### config.mk
export PLATFORM = sky130hd
export DESIGN_NAME = conv_sched
export DESIGN_NICKNAME = d
export VERILOG_FILES = /design/src/rtl/conv_sched.sv
export SDC_FILE = /design/constraint.sdc
export NUM_CORES = 1
export LEC_CHECK = 0
export BUFFER_PORTS_ARGS = -buffer_cell sky130_fd_sc_hd__clkbuf_2
export CAP_MARGIN = 15
export CORE_MARGIN = 5
export CORE_UTILIZATION = 52
export CTS_BUF_LIST = sky130_fd_sc_hd__clkbuf_16
export CTS_CLUSTER_SIZE = 16
export DETAILED_ROUTE_END_ITERATION = 10
export HOLD_SLACK_MARGIN = 0.08
export PLACE_DENSITY = 0.72
export SKIP_CTS_REPAIR_TIMING = 1
export SLEW_MARGIN = 5
export SYNTH_ARGS = -nofsm -noshare
export SYNTH_HDL_FRONTEND = slang
export SYNTH_SLANG_ARGS = --single-unit
### constraint.sdc
create_clock -name clk -period 16.3 [get_ports clk]
set_clock_uncertainty 0.15 [all_clocks]
set_input_delay 1.63 -clock clk [delete_from_list [all_inputs] [get_ports clk]]
set_output_delay 1.63 -clock clk [all_outputs]
set_load 0.02 [all_outputs]
### src/rtl/conv_sched.sv
// 1-D convolution sequencer: loads K weights, runs the MAC over the input SRAM,
// writes saturated results to the output SRAM, then streams them to the UART.
module conv_sched #(
    parameter int DEPTH = 64,
    parameter int AW    = 6,
    parameter int DW    = 8,
    parameter int K     = 3,
    parameter int ACCW  = 19
) (
    input  logic          clk,
    input  logic          reset_n,
    input  logic          start,
    output logic          busy,
    output logic          done,
    output logic          in_rd_en,
    output logic [AW-1:0] in_addr,
    input  logic [DW-1:0] in_rdata,
    output logic          w_rd_en,
    output logic [AW-1:0] w_addr,
    input  logic [DW-1:0] w_rdata,
    output logic          out_wr_en,
    output logic          out_rd_en,
    output logic [AW-1:0] out_addr,
    output logic [DW-1:0] out_wdata,
    input  logic [DW-1:0] out_rdata,
    output logic          tx_valid,
    output logic [DW-1:0] tx_data,
    input  logic          tx_ready
);

    localparam int            CW    = 4;
    localparam logic [CW-1:0] KC    = CW'(K);
    localparam logic [AW-1:0] LAST  = AW'(DEPTH - 1);
    localparam logic [AW:0]   DEPTH_X = (AW + 1)'(DEPTH);

    typedef enum logic [2:0] {IDLE, LOADW, MAC, WR, DUMP, TXW, TXH} state_t;

    state_t              state, state_nxt;
    logic [CW-1:0]       cnt;
    logic [AW-1:0]       o_idx;
    logic [AW-1:0]       d_idx;
    logic [DW-1:0]       w_reg [K];
    logic [ACCW-1:0]     acc;
    logic [AW:0]         tap_addr;
    logic                w_vld_p0;
    logic                vld_p0;
    logic [CW-1:0]       tap_p0;
    logic [DW-1:0]       w_sel;
    logic [2*DW-1:0]     prod;

    function automatic logic [DW-1:0] sat_u(input logic [ACCW-1:0] a);
        if (a > ACCW'({DW{1'b1}}))
            return {DW{1'b1}};
        return a[DW-1:0];
    endfunction

    // o+k kept one bit wider so taps past the end are dropped, never wrapped
    assign tap_addr = {1'b0, o_idx} + (AW + 1)'(cnt);
    assign busy     = (state != IDLE);

    always_ff @(posedge clk or negedge reset_n) begin
        if (!reset_n)
            state <= IDLE;
        else
            state <= state_nxt;
    end

    always_comb begin
        state_nxt = state;
        done      = 1'b0;
        in_rd_en  = 1'b0;
        in_addr   = '0;
        w_rd_en   = 1'b0;
        w_addr    = '0;
        out_wr_en = 1'b0;
        out_rd_en = 1'b0;
        out_addr  = '0;
        out_wdata = '0;
        tx_valid  = 1'b0;
        case (state)
            IDLE: begin
                if (start)
                    state_nxt = LOADW;
            end
            LOADW: begin
                if (cnt < KC) begin
                    w_rd_en = 1'b1;
                    w_addr  = AW'(cnt);
                end else begin
                    state_nxt = MAC;
                end
            end
            MAC: begin
                if (cnt < KC) begin
                    if (tap_addr < DEPTH_X) begin
                        in_rd_en = 1'b1;
                        in_addr  = tap_addr[AW-1:0];
                    end
                end else begin
                    state_nxt = WR;
                end
            end
            WR: begin
                out_wr_en = 1'b1;
                out_addr  = o_idx;
                out_wdata = sat_u(acc);
                state_nxt = (o_idx == LAST) ? DUMP : MAC;
            end
            DUMP: begin
                out_rd_en = 1'b1;
                out_addr  = d_idx;
                state_nxt = TXW;
            end
            TXW: begin
                state_nxt = TXH;
            end
            TXH: begin
                tx_valid = 1'b1;
                if (tx_ready) begin
                    if (d_idx == LAST) begin
                        done      = 1'b1;
                        state_nxt = IDLE;
                    end else begin
                        state_nxt = DUMP;
                    end
                end
            end
            default: state_nxt = IDLE;
        endcase
    end

    always_comb begin
        w_sel = '0;
        for (int i = 0; i < K; i++)
            if (tap_p0 == CW'(i))
                w_sel = w_reg[i];
    end

    assign prod = {{DW{1'b0}}, in_rdata} * {{DW{1'b0}}, w_sel};

    always_ff @(posedge clk or negedge reset_n) begin
        if (!reset_n) begin
            cnt      <= '0;
            o_idx    <= '0;
            d_idx    <= '0;
            acc      <= '0;
            w_vld_p0 <= 1'b0;
            vld_p0   <= 1'b0;
            tap_p0   <= '0;
            tx_data  <= '0;
            for (int i = 0; i < K; i++)
                w_reg[i] <= '0;
        end else begin
            // p0: read issued last cycle, SRAM data valid now
            w_vld_p0 <= w_rd_en;
            vld_p0   <= in_rd_en;
            tap_p0   <= cnt;
            for (int i = 0; i < K; i++)
                if (w_vld_p0 && tap_p0 == CW'(i))
                    w_reg[i] <= w_rdata;

            if (state == WR)
                acc <= '0;
            else if (vld_p0)
                acc <= acc + ACCW'(prod);

            if ((state == LOADW || state == MAC) && state_nxt == state)
                cnt <= cnt + CW'(1);
            else
                cnt <= '0;

            if (state == IDLE)
                o_idx <= '0;
            else if (state == WR)
                o_idx <= o_idx + AW'(1);

            if (state == IDLE)
                d_idx <= '0;
            else if (state == TXH && tx_ready)
                d_idx <= d_idx + AW'(1);

            if (state == TXW)
                tx_data <= out_rdata;
        end
    end

endmodule

# Yosys cells after proc, flatten, opt, wreduce, memory -nomap -nowiden
# Cells that the tools add are included.
[word_totals]
reg_bits = 76
inputBits = 28
output_inout_bits = 41
wordCells = 83
[classes]
add_sub_neg = 5
mul = 1
n_lt_le_gt_ge = 3
eq_ne = 11
n_mux = 39
reduce_logical = 12
[ops]
columns = ["op", "count"]
rows = [
  ["$mux 8", 6],
  ["$mux 6", 7],
  ["$mux 19", 2],
  ["$pmux 3 s7", 1],
  ["$add 19x16->19", 1],
  ["$gt 19x8->1 const B", 1],
  ["$mux 3", 6],
  ["$mul 8x8->16", 1],
  ["$mux 1", 13],
  ["$add 6x1->6 const B", 2],
  ["$eq 6x6->1 const B", 2],
  ["$mux 4", 3],
  ["$pmux 6 s2", 1],
  ["$eq 3x3->1 const B", 3],
  ["$add 6x4->7", 1],
  ["$lt 7x7->1 const B", 1],
  ["$eq 3x2->1 const B", 2],
  ["$reduce_bool 2->1", 3],
  ["$logic_and 1x1->1", 5],
  ["$add 4x1->4 const B", 1],
  ["$eq 4x1->1 const B", 1],
  ["$eq 4x2->1 const B", 1],
  ["$logic_not 4->1", 1],
  ["$lt 4x2->1 const B", 1],
  ["5 further kinds", 5],
]

# Depth between registers and ports, before layout
# Gate-level depths: netlist of run 1.
[logic_depth]
word_depth = 8
mapped_depth = 19
depth_no_buf = 19

# Worst setup path before layout of run 1
# OpenSTA, ideal clock, no wires.
[synth_path]
path_kind = "in2reg"
start = "input in_rdata[0]"
end = "register acc[16]"
setup_ps = 135
arrival_time_ps = 5429
required_time_ps = 16015
slack_ps = 10586
cell_stages = 15
n_path_buf = 0
cell_sequence = "nand2_1 > fa_1 > fa_1 > inv_1 > fa_1 > inv_1 > fa_1 > inv_1 > ha_1 > a21o_1 > a31o_2 > o2111a_1 > o31ai_1 > xor2_1 > a21oi_1"
[synth_between]
elab_chain_cells = 4
[synth_rtl]
columns = ["element", "line", "text"]
rows = [
  ["start, declared", "17", "input logic [DW-1:0] in_rdata,"],
  ["$mul 8x8->16", "139", "assign prod = {{DW{1'b0}}, in_rdata} * {{DW{1'b0}}, w_sel};"],
  ["$add 19x16->19", "165", "acc <= acc + ACCW'(prod);"],
  ["$mux 19", "164", "else if (vld_p0)"],
  ["$mux 19", "162", "if (state == WR)"],
  ["end signal, assigned", "165", ""],
  ["end, declared", "43", "logic [ACCW-1:0] acc;"],
]
# Every way passes these cells. The select of a mux whose other input is x is not followed.
# A chain may end at the register's enable or synchronous reset.

# Final worst setup path of run 1
[layout_path]
start = "register tap_p0[3]"
end = "register acc[18]"
[layout_between]
elab_chain_cells = 8
word_cells_on_any_way = 10
cone_classes = "add/sub (1); mul (1); eq/ne (2); mux (5); reduce/logical (1)"
[layout_rtl]
columns = ["element", "line", "text"]
rows = [
  ["start, declared", "47", "logic [CW-1:0] tap_p0;"],
  ["start signal, assigned", "157", "tap_p0 <= cnt;"],
  ["$logic_not 4->1", "135", "if (tap_p0 == CW'(i))"],
  ["$mux 8 (2 in a row)", "135", ""],
  ["$mux 8 (*)", "135", ""],
  ["$mul 8x8->16 (*)", "139", ""],
  ["$add 19x16->19 (*)", "165", ""],
  ["$mux 19 (*)", "164", ""],
  ["$mux 19 (*)", "162", ""],
]
# Every way passes the cells marked *; elsewhere a longest branch is shown, timed or not. The select of a mux whose other input is x is not followed.

==> results of run 1 <==
[cell usage after synthesis (7+ instances only)]
library cell,count
a21o_1,8
xnor2_1,7
and2_1,42
a22oi_1,8
o21ai_0,25
clkbuf_1,8
mux2i_1,14
mux2_2,32
and3_1,7
ha_1,48
nor2_1,49
dfrtp_1,76
a21oi_1,16
inv_1,100
nand2_1,65
a22o_1,8
xor2_1,10
fa_1,51
[power groups by stage]
stage               Combinational (mW)  Clock, mW  Sequential, mW
finish                           0.195      0.210           0.223
global route                     0.222      0.223           0.226
CTS                              0.197      0.215           0.223
detailed placement               0.193          0           0.226
global placement                 0.188          0           0.225
floorplan                        0.140          0           0.218
[per-layer routing]
layer / wire (um) / part of all wire, % / track usage (%)
met5: 0 / 0 / 0
met4: 243 / 1.7 / 5.878
met3: 755 / 5.2 / 4.864
met2: 6879 / 47 / 35.16
met1: 6669 / 46 / 29.31
[stage by stage]
stage	setup slack, ns	cell area [um^2]	power, mW	cells
2_1_floorplan	10.59	6344	0.3587	665
3_3_place_gp	10.25	6771	0.4136	859
3_5_place_dp	10.16	6771	0.4192	859
4_1_cts	10.18	7084	0.6347	875
5_1_grt	9.794	7084	0.6704	875
6_report	10.14	7084	0.6289	875
[worst reg2reg max path, delay by kind of cell, from the launching register on]
kind | cells | cell delay (ns)
AOI/OAI and AO/OA | 7 | 1.52
and+or+nand+nor | 3 | 1.25
buffers and inverters | 3 | 0.18
DFF | 1 | 0.42
adders and majority gates | 5 | 2.51
[worst paths after layout]
| kind | slack, ns | start | depth (start not counted) | endpoint |
|---|---|---|---|---|
| setup / recovery | 10.14 | tap_p0[3] | 18 | acc[18] |
| hold / removal | 0.35 | cnt[2] | 0 | tap_p0[2] |
| setup reg to reg | 10.14 | tap_p0[3] | 18 | acc[18] |
| hold reg to reg | 0.35 | cnt[2] | 0 | tap_p0[2] |
| max in group asynchronous | 14.09 | reset_n | 1 | w_reg[2] |
| min in group asynchronous | 1.27 | reset_n | 1 | tx_data[1] |
[logic make-up (layout without fill, tap and decap cells)]
| family | Yosys count | in the layout | share of synthesized area [%] |
|---|---|---|---|
| other | 1 | 6 | 0.05929 |
| and+or+nand+nor | 215 | 215 | 17.49 |
| xor gates and xnor gates | 17 | 17 | 2.354 |
| buffers and inverters | 119 | 182 | 7.418 |
| muxes | 46 | 46 | 7.913 |
| AOI/OAI and AO/OA | 87 | 87 | 9.061 |
| adders and majority gates | 99 | 99 | 25.64 |
| DFF | 76 | 76 | 30.07 |
[area by class of cell]
type | count | area share [%]
sequential | 76 | 26.85
inverter | 100 | 5.298
clock buffer | 9 | 3.179
multi-input combinational | 470 | 56.08
tap | 147 | 2.596
timing repair buffer | 66 | 4.769
clock inverter | 7 | 1.236
==> results_dict.tcl, run 1 <==
set metrics [dict create \
    outcome "finished, final reports clean" \
    grt_pass1_vias 5278 \
    grt-ovfl-total 0 \
    yosysUniqueCellTypes 53 \
    hp-class "flip-flop to flip-flop" \
    multiInputGateArea_mm2 0.003973 \
    drv_cap 0 \
    h-tree-depth 3 \
    grt_pass1_wl_um 25210 \
    cp.arrival_ns 6.21 \
    crit_fanout 9 \
    leakage_nw 3.692 \
    antenna_cells 0 \
    synth_area_mm2 0.006325 \
    cts_tree "done" \
    die_h_um 120.3 \
    gp_congestion 1.051 \
    layout_common_cells "100 x inv_1, 76 x dfrtp_1, 65 x nand2_1" \
    max_slew.worst_pin.slew_ns 0.9613 \
    slowest_delay_ns 0.86 \
    start_kind "flip-flop" \
    cts_buffer_depth 2 \
    numCtsBuffers 9 \
    nFillCells 1012 \
    postLayoutCoreUtil_pct 59.23 \
    peakVddDrop_mv 0.05053 \
    drt_wl_total_um 14550 \
    ys_ff_latch 76 \
    max_slew_margin_pct 35.74 \
    clock-sinks 76 \
    vias 4824 \
    via_per_inst 5.513 \
    drt-pass1-iter-count 4 \
    rows 40 \
    power_frac_clock_pct 33.4 \
    crit_family "adder cells" \
    finalSetupViolCount 0 \
    yosysSeqAreaShare_pct 30.07 \
    synth_edf_count 0 \
    end_kind "flip-flop" \
    power_frac_comb_pct 31.1 \
    track_usage_pct 21.60 \
    drtIter0Drc 225 \
    switching_power_uw 229.3 \
    synth_async_sr_flop_share_pct 100.0 \
    switching_share_pct 36.45 \
    antenna_found_initial 0 \
    clock_latency_ns 0.34 \
    yosysTopAreaCell "dfrtp_1" \
    drive_above_1_share_pct 17.17 \
    rsz0062_at_grt "no" \
    finalMaxSlewViolations 0 \
    die_w_um 120.3 \
    initial_core_util_pct 52.88 \
    synth_flop_cell "dfrtp_1" \
    seq_area_mm2 0.001902 \
    min_period_ns 6.159 \
    syn2layout_area_growth_pct 12.01 \
    syn_inst 660 \
    clockRootBuffer "clkbuf_16" \
    fmax_mhz 162.4 \
    detail_route.wl_per_cell_um 16.63 \
    ant_nets 0 \
    critical_path_buf_inv_count 3 \
    nNetsFinal 850 \
    core_mm2 0.01196 \
    path_clk_slew_ns 0.07 \
    largest_reg_flops 24 \
    final-hold-violation-count 0 \
    synth.avg_cell_area_um2 9.583 \
    ys_warn_count 0 \
    synth_top_cell_area_share_pct 30.07 \
    crit_required_ns 16.35 \
    hpwl_um 11290 \
    fin_crit_sh_pct 37.78 \
    grt_max_degree 77 \
    ys_top_cells_by_area "dfrtp_1 30%, fa_1 16%, ha_1 9.5%" \
    final_common_cell "inv_1" \
    slowest_stage "nor4b_2" \
    ios 69 \
    critical_path_class "flip-flop to flip-flop" \
    p_per_area_mw_per_mm2 88.78 \
    worst_hold_slack_ns 0.3452 \
    port_buffers 64 \
    p_int_uw 399.7 \
    crit_top_cell "fa_1" \
    die_area_mm2 0.01447 \
    seqPwrFrac_pct 35.5 \
    drc 0 \
    path_cells "nor4b_2 > a22oi_1 > nand2_1 > nand2_1 > fa_1 > fa_1 > inv_1 > fa_1 > inv_1 > fa_1 > inv_1 > ha_1 > a21o_1 > a31o_2 > o21ai_1 > a31oi_1 > a311oi_1 > o211ai_1" \
    finalSetupTns_ns 0 \
]
Note: power is estimated with default switching activity, not from simulation.
==> inputs of run 2 (changes only) <==
- PLACE_DENSITY: 0.72 -> 0.75
- clock period: 16.3 -> 5.01 ns (I/O delays scaled with it)
==> results_dict.tcl, run 2 (same netlist as run 1, synthesis figures left out) <==
set metrics [dict create \
    finalSetupTns_ns -1.394 \
    ios 69 \
    detail_route.wl_per_cell_um 17.31 \
    reg2reg_from "tap_p0[0]" \
    clock-sinks 76 \
    port_buffers 64 \
    cp.arrival_ns 5.34 \
    rows 40 \
    critical_path_buf_inv_count 4 \
    crit_top_cell "fa_1" \
    peakVddDrop_mv 0.1589 \
    numCtsBuffers 9 \
    clock_latency_ns 0.34 \
    path_cells "nor4b_4 > buf_6 > a22oi_1 > nand2_4 > and2_1 > fa_1 > fa_1 > fa_1 > inv_1 > fa_1 > inv_1 > ha_4 > and3_1 > a221oi_2 > buf_4 > o211ai_1 > o211ai_1 > mux2i_1 > nand3_1" \
    via_per_inst 5.604 \
    outcome "finished, violations left" \
    core_mm2 0.01196 \
    pre_cts_ws_ns -0.3306 \
    postLayoutCoreUtil_pct 64.36 \
    grt_pass1_vias 5503 \
    drive_above_1_share_pct 28.09 \
    hpwl_um 11800 \
    die_area_mm2 0.01447 \
    cts_buffer_depth 2 \
    largest_reg_flops 24 \
    crit_required_ns 5.07 \
    grt_max_degree 77 \
    slowest_delay_ns 0.57 \
    layout_common_cells "98 x inv_1, 74 x dfrtp_1, 63 x clkbuf_2" \
    grt-ovfl-total 0 \
    drt-pass1-iter-count 4 \
    final_cell_area_mm2 0.007699 \
    critical_path_class "flip-flop to flip-flop" \
    gp_congestion 0.9076 \
    min_period_ns 5.278 \
    hp-class "input pin to asynchronous set/reset pin" \
    ant_nets 0 \
    vias 5133 \
    clockRootBuffer "clkbuf_16" \
    finalSetupViolCount 9 \
    final_common_cell "inv_1" \
    h-tree-depth 3 \
    p_per_area_mw_per_mm2 279.4 \
    drv_cap 0 \
    crit_fanout 8 \
    track_usage_pct 22.73 \
    start_kind "flip-flop" \
    worst_slack_ns -0.2684 \
    crit_family "adder cells" \
    slowest_stage "fa_1" \
    grt_pass1_wl_um 26710 \
    antenna_found_initial 0 \
    leakage_nw 3.899 \
    max_slew_margin_pct 31.64 \
    final-hold-violation-count 0 \
    rsz0062_at_grt "yes" \
    cp-startpoint "tap_p0[0]" \
    finalMaxSlewViolations 0 \
    nNetsFinal 891 \
    cts_tree "done" \
    fmax_mhz 189.5 \
    max_slew.worst_pin.slew_ns 1.024 \
    antenna_cells 0 \
    end_kind "flip-flop" \
    drt_wl_total_um 15860 \
    violations "negative setup slack" \
    placed_cell_area_mm2 0.007091 \
    path_clk_slew_ns 0.06 \
    fin_crit_sh_pct 105.4 \
    drtIter0Drc 268 \
    worst_hold_slack_ns 0.1600 \
    drc 0 \
    die_h_um 120.3 \
    initial_core_util_pct 52.88 \
    syn2layout_area_growth_pct 21.72 \
    die_w_um 120.3 \
]
==> run 2: cell count changes in the layout (fill, tap and decap cells not counted), sizes merged <==
cell      change
buf          +41
clkinv        +1
clkinvlp      +2
inv           -3
==> run 2: worst paths after layout <==
path                                   end  slack, ns  cells after the start
worst min register to register   tap_p0[0]       0.34                      0
worst min-delay path            tx_data[4]       0.16                      1
worst max-delay path               acc[17]      -0.27                     19
min in group clk                tx_data[5]       0.24                      2
max in group asynchronous        tap_p0[3]       3.88                      1
worst max register to register     acc[17]      -0.27                     19
==> run 2: through the flow <==
stage          power, mW  std cells
2_1_floorplan      1.192        665
3_3_place_gp       1.420        890
3_5_place_dp       1.453        890
4_1_cts            2.100        906
5_1_grt            2.289        916
6_report           2.151        916
==> run 2: worst register-to-register path, cell delays in order (launching register included) <==
cell      delay [ns]
dfrtp_1         0.44
nor4b_4         0.17
buf_6           0.14
a22oi_1         0.33
nand2_4         0.13
and2_1          0.21
fa_1            0.57
fa_1            0.43
fa_1            0.50
inv_1           0.06
fa_1            0.54
inv_1           0.07
ha_4            0.26
and3_1          0.16
a221oi_2        0.24
buf_4           0.18
o211ai_1        0.10
o211ai_1        0.15
mux2i_1         0.24
nand3_1         0.09
==> run 2: per-layer routing <==
layer	track usage (%)	up-vias	wire length, um
met5	0	-	0
met3	2.713	26	661
met1	30.28	2587	6974
met4	6.728	0	294
met2	39.16	142	7927
li1	-	2378	-
==> run 2: area by class of cell <==
type | count | area (um^2)
clock inverter | 7 | 70.07
multi-input combinational | 470 | 4268
fill | 934 | 4263
sequential | 76 | 1904
timing repair buffer | 107 | 671.9
clock buffer | 9 | 225.2
inverter | 100 | 375.4
tap | 147 | 183.9
==> run 2: power breakdown <==
part	internal, mW	total [mW]	switching [mW]
registers	0.659	0.729	0.0695
clock network	0.383	0.638	0.255
logic	0.340	0.784	0.444
